==> src/rtl/uvmt_obi_st_chkr_pkg.sv <==
// Shared definitions for the OBI protocol checker: error flag indices,
// flag and counter widths, and a saturating increment helper.
package uvmt_obi_st_chkr_pkg;

   localparam int ERR_WIDTH = 5;
   localparam int CNT_WIDTH = 32;

   typedef enum int unsigned {
      ERR_STABILITY = 0,
      ERR_UNEXP_RSP = 1,
      ERR_OVERFLOW  = 2,
      ERR_ZERO_BE   = 3,
      ERR_TIMEOUT   = 4
   } err_idx_e;

   function automatic logic [CNT_WIDTH-1:0] sat_inc(input logic [CNT_WIDTH-1:0] v);
      return (&v) ? v : v + CNT_WIDTH'(1);
   endfunction

endpackage

==> src/rtl/uvmt_obi_st_chkr_fifo.sv <==
// In-order tracking FIFO for accepted OBI transactions.
// Head entry is visible combinationally on rdata while not empty.
module uvmt_obi_st_chkr_fifo #(
   parameter int WIDTH = 1,
   parameter int DEPTH = 4,
   parameter int CW    = $clog2(DEPTH + 1)
) (
   input  logic             clk,
   input  logic             reset_n,
   input  logic             push,
   input  logic             pop,
   input  logic [WIDTH-1:0] wdata,
   output logic [WIDTH-1:0] rdata,
   output logic             full,
   output logic             empty,
   output logic [CW-1:0]    count
);

   localparam int PW = (DEPTH > 1) ? $clog2(DEPTH) : 1;

   logic [WIDTH-1:0] mem [DEPTH];
   logic [PW-1:0]    wr_ptr;
   logic [PW-1:0]    rd_ptr;

   // Explicit wrap so non-power-of-two depths stay in range.
   function automatic logic [PW-1:0] ptr_inc(input logic [PW-1:0] p);
      return (p == PW'(DEPTH - 1)) ? '0 : p + PW'(1);
   endfunction

   always_ff @(posedge clk) begin
      if (push) begin
         mem[wr_ptr] <= wdata;
      end
   end

   always_ff @(posedge clk or negedge reset_n) begin
      if (!reset_n) begin
         wr_ptr <= '0;
         rd_ptr <= '0;
         count  <= '0;
      end else begin
         if (push) begin
            wr_ptr <= ptr_inc(wr_ptr);
         end
         if (pop) begin
            rd_ptr <= ptr_inc(rd_ptr);
         end
         case ({push, pop})
            2'b10:   count <= count + CW'(1);
            2'b01:   count <= count - CW'(1);
            default: count <= count;
         endcase
      end
   end

   assign rdata = mem[rd_ptr];
   assign full  = (count == CW'(DEPTH));
   assign empty = (count == '0);

endmodule

==> src/rtl/uvmt_obi_st_prot_chkr.sv <==
// OBI protocol checker: address-phase stability, in-order response tracking,
// overflow, zero byte-enable and head-of-line response timeout.
module uvmt_obi_st_prot_chkr
   import uvmt_obi_st_chkr_pkg::*;
#(
   parameter int ADDR_WIDTH      = 32,
   parameter int DATA_WIDTH      = 32,
   parameter int MAX_OUTSTANDING = 4,
   parameter int RSP_TIMEOUT     = 256,
   parameter bit USE_RREADY      = 1'b0
) (
   input  logic                    clk,
   input  logic                    reset_n,
   input  logic                    req,
   input  logic                    gnt,
   input  logic                    we,
   input  logic [ADDR_WIDTH-1:0]   addr,
   input  logic [DATA_WIDTH/8-1:0] be,
   input  logic [DATA_WIDTH-1:0]   wdata,
   input  logic                    rvalid,
   input  logic                    rready,
   output logic [ERR_WIDTH-1:0]    err_pulse,
   output logic [ERR_WIDTH-1:0]    err_sticky,
   output logic [4:0]              outstanding,
   output logic [CNT_WIDTH-1:0]    n_reads,
   output logic [CNT_WIDTH-1:0]    n_writes
);

   localparam int BE_W = DATA_WIDTH / 8;
   localparam int CW   = $clog2(MAX_OUTSTANDING + 1);
   localparam int EW   = 1 + CNT_WIDTH;

   logic                  accept;
   logic                  complete;
   logic                  push;
   logic                  pop;
   logic                  full;
   logic                  empty;
   logic [CW-1:0]         count;
   logic [EW-1:0]         head;
   logic [CNT_WIDTH-1:0]  now_reg;
   logic [CNT_WIDTH-1:0]  age;
   logic                  fired_reg;
   logic                  timeout_hit;
   logic                  hold_reg;
   logic [ADDR_WIDTH-1:0] addr_reg;
   logic                  we_reg;
   logic [BE_W-1:0]       be_reg;
   logic [DATA_WIDTH-1:0] wdata_reg;
   logic [ERR_WIDTH-1:0]  err_next;

   assign accept   = req & gnt;
   assign complete = rvalid & (rready | ~USE_RREADY);
   assign pop      = complete & ~empty;
   // A same-cycle completion frees the slot the new accept needs.
   assign push     = accept & (~full | pop);

   // Entries carry {we, accept timestamp}; head age is now minus timestamp.
   uvmt_obi_st_chkr_fifo #(
      .WIDTH (EW),
      .DEPTH (MAX_OUTSTANDING),
      .CW    (CW)
   ) u_fifo (
      .clk     (clk),
      .reset_n (reset_n),
      .push    (push),
      .pop     (pop),
      .wdata   ({we, now_reg + CNT_WIDTH'(1)}),
      .rdata   (head),
      .full    (full),
      .empty   (empty),
      .count   (count)
   );

   assign age         = now_reg - head[CNT_WIDTH-1:0];
   assign outstanding = 5'(count);

   generate
      if (RSP_TIMEOUT == 0) begin : g_no_timeout
         assign timeout_hit = 1'b0;
      end else begin : g_timeout
         assign timeout_hit = ~empty & ~pop & ~fired_reg &
                              (age + CNT_WIDTH'(1) >= CNT_WIDTH'(RSP_TIMEOUT));
      end
   endgenerate

   always_comb begin
      err_next                = '0;
      err_next[ERR_STABILITY] = hold_reg & (~req || addr != addr_reg || we != we_reg ||
                                            be != be_reg || (we_reg && wdata != wdata_reg));
      err_next[ERR_UNEXP_RSP] = complete & empty;
      err_next[ERR_OVERFLOW]  = accept & full & ~complete;
      err_next[ERR_ZERO_BE]   = accept & (be == '0);
      err_next[ERR_TIMEOUT]   = timeout_hit;
   end

   always_ff @(posedge clk or negedge reset_n) begin
      if (!reset_n) begin
         hold_reg  <= 1'b0;
         addr_reg  <= '0;
         we_reg    <= 1'b0;
         be_reg    <= '0;
         wdata_reg <= '0;
      end else begin
         hold_reg <= req & ~gnt;
         if (req & ~gnt) begin
            addr_reg  <= addr;
            we_reg    <= we;
            be_reg    <= be;
            wdata_reg <= wdata;
         end
      end
   end

   always_ff @(posedge clk or negedge reset_n) begin
      if (!reset_n) begin
         now_reg    <= '0;
         fired_reg  <= 1'b0;
         err_pulse  <= '0;
         err_sticky <= '0;
         n_reads    <= '0;
         n_writes   <= '0;
      end else begin
         now_reg    <= now_reg + CNT_WIDTH'(1);
         err_pulse  <= err_next;
         err_sticky <= err_sticky | err_next;
         if (pop) begin
            fired_reg <= 1'b0;
         end else if (timeout_hit) begin
            fired_reg <= 1'b1;
         end
         if (pop) begin
            if (head[EW-1]) begin
               n_writes <= sat_inc(n_writes);
            end else begin
               n_reads <= sat_inc(n_reads);
            end
         end
      end
   end

endmodule

==> config.mk <==
export PLATFORM = sky130hd
export DESIGN_NAME = uvmt_obi_st_prot_chkr
export DESIGN_NICKNAME = d
export VERILOG_FILES = /design/src/rtl/uvmt_obi_st_chkr_pkg.sv /design/src/rtl/uvmt_obi_st_chkr_fifo.sv /design/src/rtl/uvmt_obi_st_prot_chkr.sv
export SDC_FILE = /design/constraint.sdc
export NUM_CORES = 1
export LEC_CHECK = 0
export BUFFER_PORTS_ARGS = -buffer_cell sky130_fd_sc_hd__buf_2
export CELL_PAD_IN_SITES_DETAIL_PLACEMENT = 1
export CELL_PAD_IN_SITES_GLOBAL_PLACEMENT = 1
export CORE_UTILIZATION = 49
export DETAILED_ROUTE_END_ITERATION = 10
export GPL_TIMING_DRIVEN = 0
export PLACE_DENSITY_LB_ADDON = 0.12
export SYNTH_ARGS = -nofsm -noshare
export SYNTH_HDL_FRONTEND = slang
export SYNTH_HIERARCHICAL = 1
export SYNTH_SLANG_ARGS = --single-unit
==> constraint.sdc <==
create_clock -name clk -period 5.7 [get_ports clk]
set_input_delay 0.855 -clock clk [delete_from_list [all_inputs] [get_ports clk]]
set_output_delay 0.855 -clock clk [all_outputs]
set_load 0.01 [all_outputs]
## Word-level counts from Yosys, hierarchy flattened

Memories as Yosys holds them, arrays and structs flattened.
Index checks and enable logic that the tools add are counted.

| storage, ports and cells | value |
|---|---|
| register bits | 184 |
| memory bits (writable) | 132 |
| input port bits | 75 |
| output and inout port bits | 79 |
| word-level logic and storage cells | 78 |
| memories | 1 |

| cells by class | value |
|---|---|
| $add $sub $neg | 9 |
| magnitude comparators | 1 |
| eq/ne operators | 9 |
| multiplexer cells | 7 |
| bitwise logic cells | 24 |
| reduce and logical (&&, ||, !) cells | 13 |

Memory list:

| memory | depth | bits a word | rd ports | clocked after Yosys merged registers in | wr ports | line | text |
|---|---|---|---|---|---|---|---|
| u_fifo.mem | 4 | 33 | 1 | 0 | 1 | uvmt_obi_st_chkr_fifo.sv:21 | `logic [WIDTH-1:0] mem [DEPTH];` |

Operator list:

| kind | count |
|---|---|
| $add A32 B1 Y32 const B | 4 |
| $ne A32 B32 Y1 | 2 |
| $reduce_and A32 Y1 | 2 |
| $ge A32 B9 Y1 const B | 1 |
| $sub A32 B32 Y32 | 1 |
| $and A1 B1 Y1 | 12 |
| $not A1 Y1 | 10 |
| $eq A2 B2 Y1 const B | 3 |
| $pmux W3 S2 | 1 |
| $reduce_and A3 Y1 | 2 |
| $or A5 B5 Y5 | 1 |
| $add A2 B1 Y2 const B | 2 |
| $logic_not A4 Y1 | 1 |
| $logic_or A1 B1 Y1 | 4 |
| $mux W1 | 4 |
| $mux W2 | 2 |
| $ne A4 B4 Y1 | 1 |
| $reduce_bool A2 Y1 | 2 |
| $add A3 B1 Y3 const B | 1 |
| $eq A3 B3 Y1 const B | 1 |
| $logic_not A3 Y1 | 1 |
| $sub A3 B1 Y3 const B | 1 |
| $eq A2 B1 Y1 const B | 1 |
| $logic_and A1 B1 Y1 | 1 |
| other kinds (2) | 2 |

## Depth between registers and ports, before layout

Gate-level depths: netlist of the first run.

| logic depth | value |
|---|---|
| depth after elaboration | 9 |
| gate-level depth with buffers | 16 |
| gate-level depth less buffers | 14 |

## By module

Netlist of the first run, hierarchy kept.

Modules (own cells, without submodules):

| module | times used | cells each | area an instance (um^2) | sequential area each (um^2) |
|---|---|---|---|---|
| uvmt_obi_st_prot_chkr | 1 | 982 | 10368.7 | 4429.2 |
| uvmt_obi_st_chkr_fifo | 1 | 211 | 5232.5 | 4139.0 |

## Worst setup path after synthesis of the first run

OpenSTA, ideal clock, no wires.

| timing path | value |
|---|---|
| kind | flip-flop to flip-flop |
| from | register u_fifo.rd_ptr[0] |
| to | register err_sticky[4] |
| setup time | 138 ps |
| data arrival time | 4145 ps |
| data required time | 5562 ps |
| setup slack | 1418 ps |
| stages on the path, launching flop included | 16 |
| buffers on the path | 1 |
| period minus slack after synthesis | 4282 ps |
| path through | dfrtp_1 buf_6 mux4_1 ha_1 inv_1 ha_1 fa_1 a211oi_1 o21ai_0 a211o_2 a2111oi_0 nor3_1 xnor2_1 or4_4 nor4_4 o41ai_2 |

| on the way | value |
|---|---|
| cells in the longest elaborated chain, start to end | 6 |

RTL lines:

| element | line | text |
|---|---|---|
| start: declaration | uvmt_obi_st_chkr_fifo.sv:23 | `logic [PW-1:0] rd_ptr;` |
| start signal: assignment | uvmt_obi_st_chkr_fifo.sv:46 | `rd_ptr <= ptr_inc(rd_ptr);` |
| $mem_v2 Z4 W33 | - |  |
| named net head[1] | uvmt_obi_st_prot_chkr.sv:40 | `logic [EW-1:0] head;` |
| $sub A32 B32 Y32 | uvmt_obi_st_prot_chkr.sv:75 | `assign age = now_reg - head[CNT_WIDTH-1:0];` |
| $add A32 B1 Y32 | uvmt_obi_st_prot_chkr.sv:83 | `(age + CNT_WIDTH'(1) >= CNT_WIDTH'(RSP_TIMEOUT));` |
| $ge A32 B9 Y1 | uvmt_obi_st_prot_chkr.sv:83 |  |
| $and A1 B1 Y1 | uvmt_obi_st_prot_chkr.sv:82 | `assign timeout_hit = ~empty & ~pop & ~fired_reg &` |
| $or A5 B5 Y5 | uvmt_obi_st_prot_chkr.sv:126 | `err_sticky <= err_sticky \| err_next;` |
| end signal: assignment | uvmt_obi_st_prot_chkr.sv:126 |  |
| end: declaration | uvmt_obi_st_prot_chkr.sv:23 | `output logic [ERR_WIDTH-1:0] err_sticky,` |

The timed path passes the listed nets, and every way through them passes these cells.
A chain may end at the register's enable or synchronous reset.

## Worst setup path in the final report of the first run

| timing path | value |
|---|---|
| from | register u_fifo.rd_ptr[0] |
| to | register fired_reg |

| on the way | value |
|---|---|
| cells in the longest elaborated chain, start to end | 6 |

RTL lines:

| element | line | text |
|---|---|---|
| $mem_v2 Z4 W33 | - |  |
| named net head[1] | uvmt_obi_st_prot_chkr.sv:40 |  |
| $sub A32 B32 Y32 | uvmt_obi_st_prot_chkr.sv:75 |  |
| $add A32 B1 Y32 | uvmt_obi_st_prot_chkr.sv:83 |  |
| $ge A32 B9 Y1 | uvmt_obi_st_prot_chkr.sv:83 |  |
| $and A1 B1 Y1 | uvmt_obi_st_prot_chkr.sv:82 |  |
| $reduce_bool A2 Y1 (no source line) | - |  |
| end signal: assignment | uvmt_obi_st_prot_chkr.sv:118 | `fired_reg <= 1'b0;` |
| end signal: assignment | uvmt_obi_st_prot_chkr.sv:128 | `fired_reg <= 1'b0;` |
| end signal: assignment | uvmt_obi_st_prot_chkr.sv:130 | `fired_reg <= 1'b1;` |
| end: declaration | uvmt_obi_st_prot_chkr.sv:43 | `logic fired_reg;` |

The timed path passes the listed nets, and every way through them passes these cells.

==> reports/qor.yml, run 1 <==
drv_cap: 0
vias_per_cell: 5.556
die_area_um2: 32560
p_per_area_nw_per_um2: 387.8
grt_pass1_wl_um: 58350
cts_root_buf: "clkbuf_16"
start_kind: "register"
cts_resized: 0
htree_levels: 2
place_ws_ns: 0.7121
fp.coreArea_um2: 30990
post_cts_buffers: 0
worst_slew_pin_slew_ns: 0.8096
slew_headroom_pct: 45.34
fin_tns_setup_ns: 0
die_w_um: 180.4
synthArstFlopShare_pct: 58.23
num_vias: 10090
place.gp.congestion: 0.8944
critPathRequiredTime_ns: 6.06
p_sw_mw: 2.246
cp.arrival_ns: 5.54
multi_input_comb_area_um2: 6628
ys_warn_count: 6
clock_latency_ns: 0.52
cts_tree: "yes"
synth_cell_type_count: 74
area_delta_synth_final_pct: 15.99
post-route-drc-count: 0
switching_share_pct: 32.01
grt.overflow.total: 0
holdWs_ns: 0.3180
timing_worst_setup_path_type: "reg2reg"
syn-cell-area_um2: 15600
clock_sinks: 316
clockBufferDepth: 3
grt_max_degree: 112
power_frac_comb_pct: 30.4
grt_setup_unrepaired: "no"
setup_viol_count_final: 0
ios: 154
internal_power_mw: 4.772
placedInstanceArea_um2: 17000
largest_reg_flops: 132
final_nets: 1534
synth_edf_count: 132
fp-row-count: 64
drtIter0Drc: 360
cts_hold_buf: 0
p_leak_nw: 7.977
portBuffers: 150
post-route-cell-area_um2: 18100
drtPass1Iterations: 4
antenna_found_initial: 12
clk_pin_slew_worst_paths_ns: 0.06
ir_worst_vdd_v: 0.0002688
largest_register: "u_fifo/mem"
clkPwrFrac_pct: 30.3
synthCells: 1193
seqCellArea_um2: 8568
fin_skew_ns: 0.01050
setup_ws_ns: 0.5234
wl_um: 35340
fmax_ghz: 0.1932
min_period_ns: 5.177
period_share_pct: 90.82
cts-buffers-inserted: 36
synth_seq_cells: 316
ys.flop_type: "dfrtp_1"
total_power_mw: 7.018
grt_pass1_vias: 10960
critPathMaxFanout: 8
pwr-share-seq_pct: 39.3
die_y_um: 180.4
synth_area_per_cell_um2: 13.08
yosysSeqAreaShare_pct: 54.92
hold_class: "in2async"
track_usage_pct: 22.44
ant_nets: 0
outcome: "complete, no violations"
hpwl_um: 25690
critPathCaptureType: "register"
wl_per_cell_um: 19.47
rrSetupSlack_ns: 0.52
fillers: 3126
drive_above_1_share_pct: 25.27
hold_viol_final: 0
drv_slew: 0
initial_utilization_pct: 50.34
-- kinds of logic (layout without fill, tap and decap cells) --
family          count (synthesis)  after routing  synth area share, %
compound gates                123            123                5.502
xor+xnor                      175            175                9.824
fa+ha+maj                      72             72                5.871
buf+inv                        85            304                2.655
flops                         316            316                54.92
mux                           111            111                10.51
other cells                     1              8              0.02404
simple gates                  310            310                10.70
-- power groups by stage --
stage / Combinational, mW / Clock (mW) / Sequential [mW]
after global routing: 2.38 / 2.26 / 2.79
after CTS: 2.17 / 2.18 / 2.76
after global placement: 2.06 / 0 / 2.79
final: 2.13 / 2.13 / 2.76
after floorplan: 1.51 / 0 / 2.79
after detailed placement: 2.14 / 0 / 2.80
-- layout by cell type, fill, tap and decap left out, types with 9 or more instances in the layout --
cell type  instances
mux2_2            73
xnor2_1           71
nor3_1            24
nand4_1           29
o21ai_0           19
clkbuf_16         36
xor2_1           104
nor4_1            27
dfrtp_1          184
inv_1             57
nand3_1           35
and4_1            12
ha_1              70
mux4_2            28
a21oi_1           36
buf_2            158
nor2_1            35
edfxtp_1         132
a21o_1             9
and3_1            30
clkbuf_1          18
nand2_1           73
-- per-layer routing --
metal | share of wire (%) | vias to the layer above | GRT usage (%)
li1 | - | 4779 | -
met1 | 45 | 5065 | 29.55
met2 | 47 | 169 | 37.18
met3 | 6.0 | 60 | 5.760
met4 | 1.8 | 12 | 5.402
met5 | 0.23 | - | 0
-- final cells by class --
class | instances | area share (%)
multi-input cells | 793 | 36.62
diodes | 6 | 0.08297
clock inverters | 15 | 0.4840
well taps | 396 | 2.738
clock buffers | 49 | 5.469
inverters | 57 | 1.182
repair buffers | 155 | 4.964
plain buffers | 28 | 1.106
flip-flops and latches | 316 | 47.35
-- cells in the mapped netlist (4+ instances only) --
cell type,count,share of area (%)
or2_2,5,0.20
xor2_1,104,5.8
nor3_1,24,0.77
mux4_2,28,4.0
a21oi_1,36,1.2
ha_1,70,5.6
mux4_1,5,0.84
o21ai_0,19,0.61
nor4_1,27,1.1
o211ai_1,4,0.19
and3_1,30,1.2
clkbuf_1,9,0.22
nand3_1,35,1.1
nor3b_1,4,0.19
a211oi_1,4,0.19
o21a_1,7,0.34
nand4_1,29,1.2
buf_2,9,0.29
and4_1,12,0.67
o21ai_1,4,0.13
inv_1,57,1.4
dfrtp_1,184,30
a21o_1,9,0.43
edfxtp_1,132,25
or3_1,5,0.20
nor2b_1,6,0.24
mux2_2,73,5.3
nand2_1,73,1.8
and2_1,11,0.44
xnor2_1,71,4.0
mux2i_1,4,0.26
nor2_1,35,0.84
o311ai_0,4,0.22
-- worst max-delay path, cell delays in order (launching register included) --
cell,delay [ns]
dfrtp_1,0.37
buf_6,0.20
mux4_1,0.57
ha_1,0.29
inv_1,0.04
ha_1,0.23
fa_1,0.38
a211oi_1,0.32
o21ai_0,0.20
a211o_2,0.39
a2111oi_0,0.43
nor3_1,0.13
xnor2_1,0.17
or4_4,0.58
nor4_1,0.60
a211oi_1,0.12
-- metrics by stage --
step           std cells  utilization, %
3_5_place_dp        1745           54.87
2_1_floorplan       1194               -
3_3_place_gp        1740           54.38
6_report            1815           58.39
5_1_grt             1811           58.36
4_1_cts             1809           58.35
-- worst paths after layout --
kind	start	end	depth (start not counted)
setup reg to reg	u_fifo/rd_ptr[0]	fired_reg	15
hold / removal	reset_n	wdata_reg[10]	1
hold reg to reg	err_sticky[0]	err_sticky[0]	1
setup / recovery	u_fifo/rd_ptr[0]	fired_reg	15
min in group clk	err_sticky[0]	err_sticky[0]	1
max in group asynchronous	reset_n	n_writes[18]	2
Note: power is estimated with default switching activity, not from simulation.
==> run 2: changes to the inputs <==
Settings changed: CORE_UTILIZATION 49 to 44, PLACE_DENSITY_LB_ADDON 0.12 to 0.25.
Clock period 5.7 ns to 4.42 ns, I/O delays scaled along.
==> reports/qor.yml, run 2 (synthesized netlist as in run 1, its figures left out) <==
outcome: "finished with violations"
violations: "negative setup slack"
slew_headroom_pct: 53.35
grt.overflow.total: 0
min_period_ns: 4.500
track_usage_pct: 20.91
vias_per_cell: 5.427
area_delta_synth_final_pct: 18.21
hpwl_um: 25990
die_w_um: 190.3
fp-row-count: 68
critPathRequiredTime_ns: 4.79
final_nets: 1539
start_kind: "register"
grt_pass1_vias: 11180
grt_setup_unrepaired: "yes"
cts-buffers-inserted: 36
hold_class: "in2async"
clock_latency_ns: 0.51
grt_pass1_wl_um: 60330
p_leak_nw: 8.077
critPathCaptureType: "register"
ir_worst_vdd_v: 0.0002614
ios: 154
drv_slew: 0
wl_um: 36340
fin_skew_ns: 0.01567
post-route-drc-count: 0
num_vias: 10180
drive_above_1_share_pct: 26.92
antenna_found_initial: 7
critPathMaxFanout: 7
crit_path_frequent_cell: "nor4_4"
drv_cap: 0
cts_tree: "yes"
fin_tns_setup_ns: -0.1701
htree_levels: 2
rrSetupSlack_ns: -0.08
cp_num_buf_inv: 3
max_stage_delay_ns: 0.52
timing_worst_setup_path_type: "reg2reg"
portBuffers: 150
place.gp.congestion: 0.8934
die_y_um: 190.3
critical-path-top-delay-family: "simple AND/OR/NAND/NOR gates"
fin_util_pct: 53.13
hold_viol_final: 0
worst_slew_pin_slew_ns: 0.6959
p_per_area_nw_per_um2: 508.9
drtPass1Iterations: 4
wl_per_cell_um: 19.38
reg2regPathDepth: 16
largest_reg_flops: 132
initial_utilization_pct: 44.94
ant_nets: 0
cts_root_buf: "clkbuf_16"
setup_ws_ns: -0.07980
clk_pin_slew_worst_paths_ns: 0.06
worstReg2RegEnd: "err_sticky[4]"
path_cells: "buf_12, mux4_2, ha_1, inv_1, ha_4, fa_2, a211oi_4, o21a_2, a211oi_2, a211o_2, or4_4, nor4_4, nand4_1, buf_6, nor4_4, o41ai_2"
die_area_um2: 36210
fp.coreArea_um2: 34710
place_ws_ns: -0.6033
largest_register: "u_fifo/mem"
fmax_ghz: 0.2222
cp.arrival_ns: 4.87
clock_sinks: 316
clockBufferDepth: 3
grt_max_degree: 114
final_cell_mix: "dfrtp_1, buf_2, edfxtp_1"
setup_viol_count_final: 3
period_share_pct: 101.8
r2r_start: "u_fifo/rd_ptr[0]"
drtIter0Drc: 372
crit_slowest_cell: "mux4_2"
final_common_cell: "dfrtp_1"
run 2: cell types whose count changed in the layout (fill, tap and decap cells not counted), moves of 3 or more:
cell | previous run | this run
clkinv_2 | 8 | 5
nor4_1 | 27 | 24
diode_2 | 6 | 1
o21ai_0 | 19 | 16
buf_2 | 158 | 155
bufinv_16 | 0 | 3
buf_4 | 3 | 10
a21oi_1 | 36 | 30
a21oi_2 | 3 | 8
run 2: layout make-up:
class                           instances  area, um2
Buffer                                 28      216.5
Sequential cell                       316       8568
Clock inverter                         17      171.4
Multi-Input combinational cell        793       6795
Antenna cell                            1      2.502
Fill cell                            3579      16270
Inverter                               57      214.0
Clock buffer                           48      965.9
Timing Repair Buffer                  160      939.7
Tap cell                              455      569.3
run 2: layer usage:
layer	vias up	track usage, %	share of wire, %
met2	152	35.65	50
met3	60	4.398	4.3
met4	10	4.954	1.9
met5	-	0	0.19
met1	5189	27.20	44
li1	4765	-	-
run 2: power breakdown:
group / internal, mW / leakage (nW) / total [mW] / switching (mW)
logic: 1.31 / 3.97 / 2.93 / 1.63
clock network: 1.72 / 0.557 / 2.89 / 1.17
registers: 3.37 / 3.55 / 3.56 / 0.191
run 2: worst max path at each step:
stage / from / to / slack (ns) / cells after the start
after global routing: u_fifo/rd_ptr[0] / err_pulse[4] / -0.24 / 16
final: u_fifo/rd_ptr[0] / err_sticky[4] / -0.08 / 16
after global placement: reset_n / wdata_reg[17] / -0.62 / 1
after CTS: u_fifo/rd_ptr[0] / err_sticky[4] / 0.0009 / 16
after detailed placement: u_fifo/rd_ptr[0] / fired_reg / -0.60 / 15
after floorplan: u_fifo/rd_ptr[0] / err_sticky[4] / 0.14 / 15
run 2: timing repair:
| action | in CTS | in global routing |
|---|---|---|
| pin swaps | 6 | 3 |
| setup endpoints to repair | 3 | 3 |
| cloned | 0 | 0 |
| buffers inserted | 5 | 0 |
| hold endpoints to repair | 0 | 0 |
| hold buffers | 0 | 0 |
| gates resized for setup | 24 | 17 |
run 2: metrics by stage:
step	area, um2	power, mW	hold WS (ns)	std cells
6_report	18440	9.386	0.1477	1875
4_1_cts	18350	9.405	0.1589	1874
2_1_floorplan	15610	5.546	0.3674	1194
5_1_grt	18440	9.906	0.1807	1874
3_5_place_dp	17080	6.366	0.4501	1804
3_3_place_gp	16930	6.234	0.4451	1799
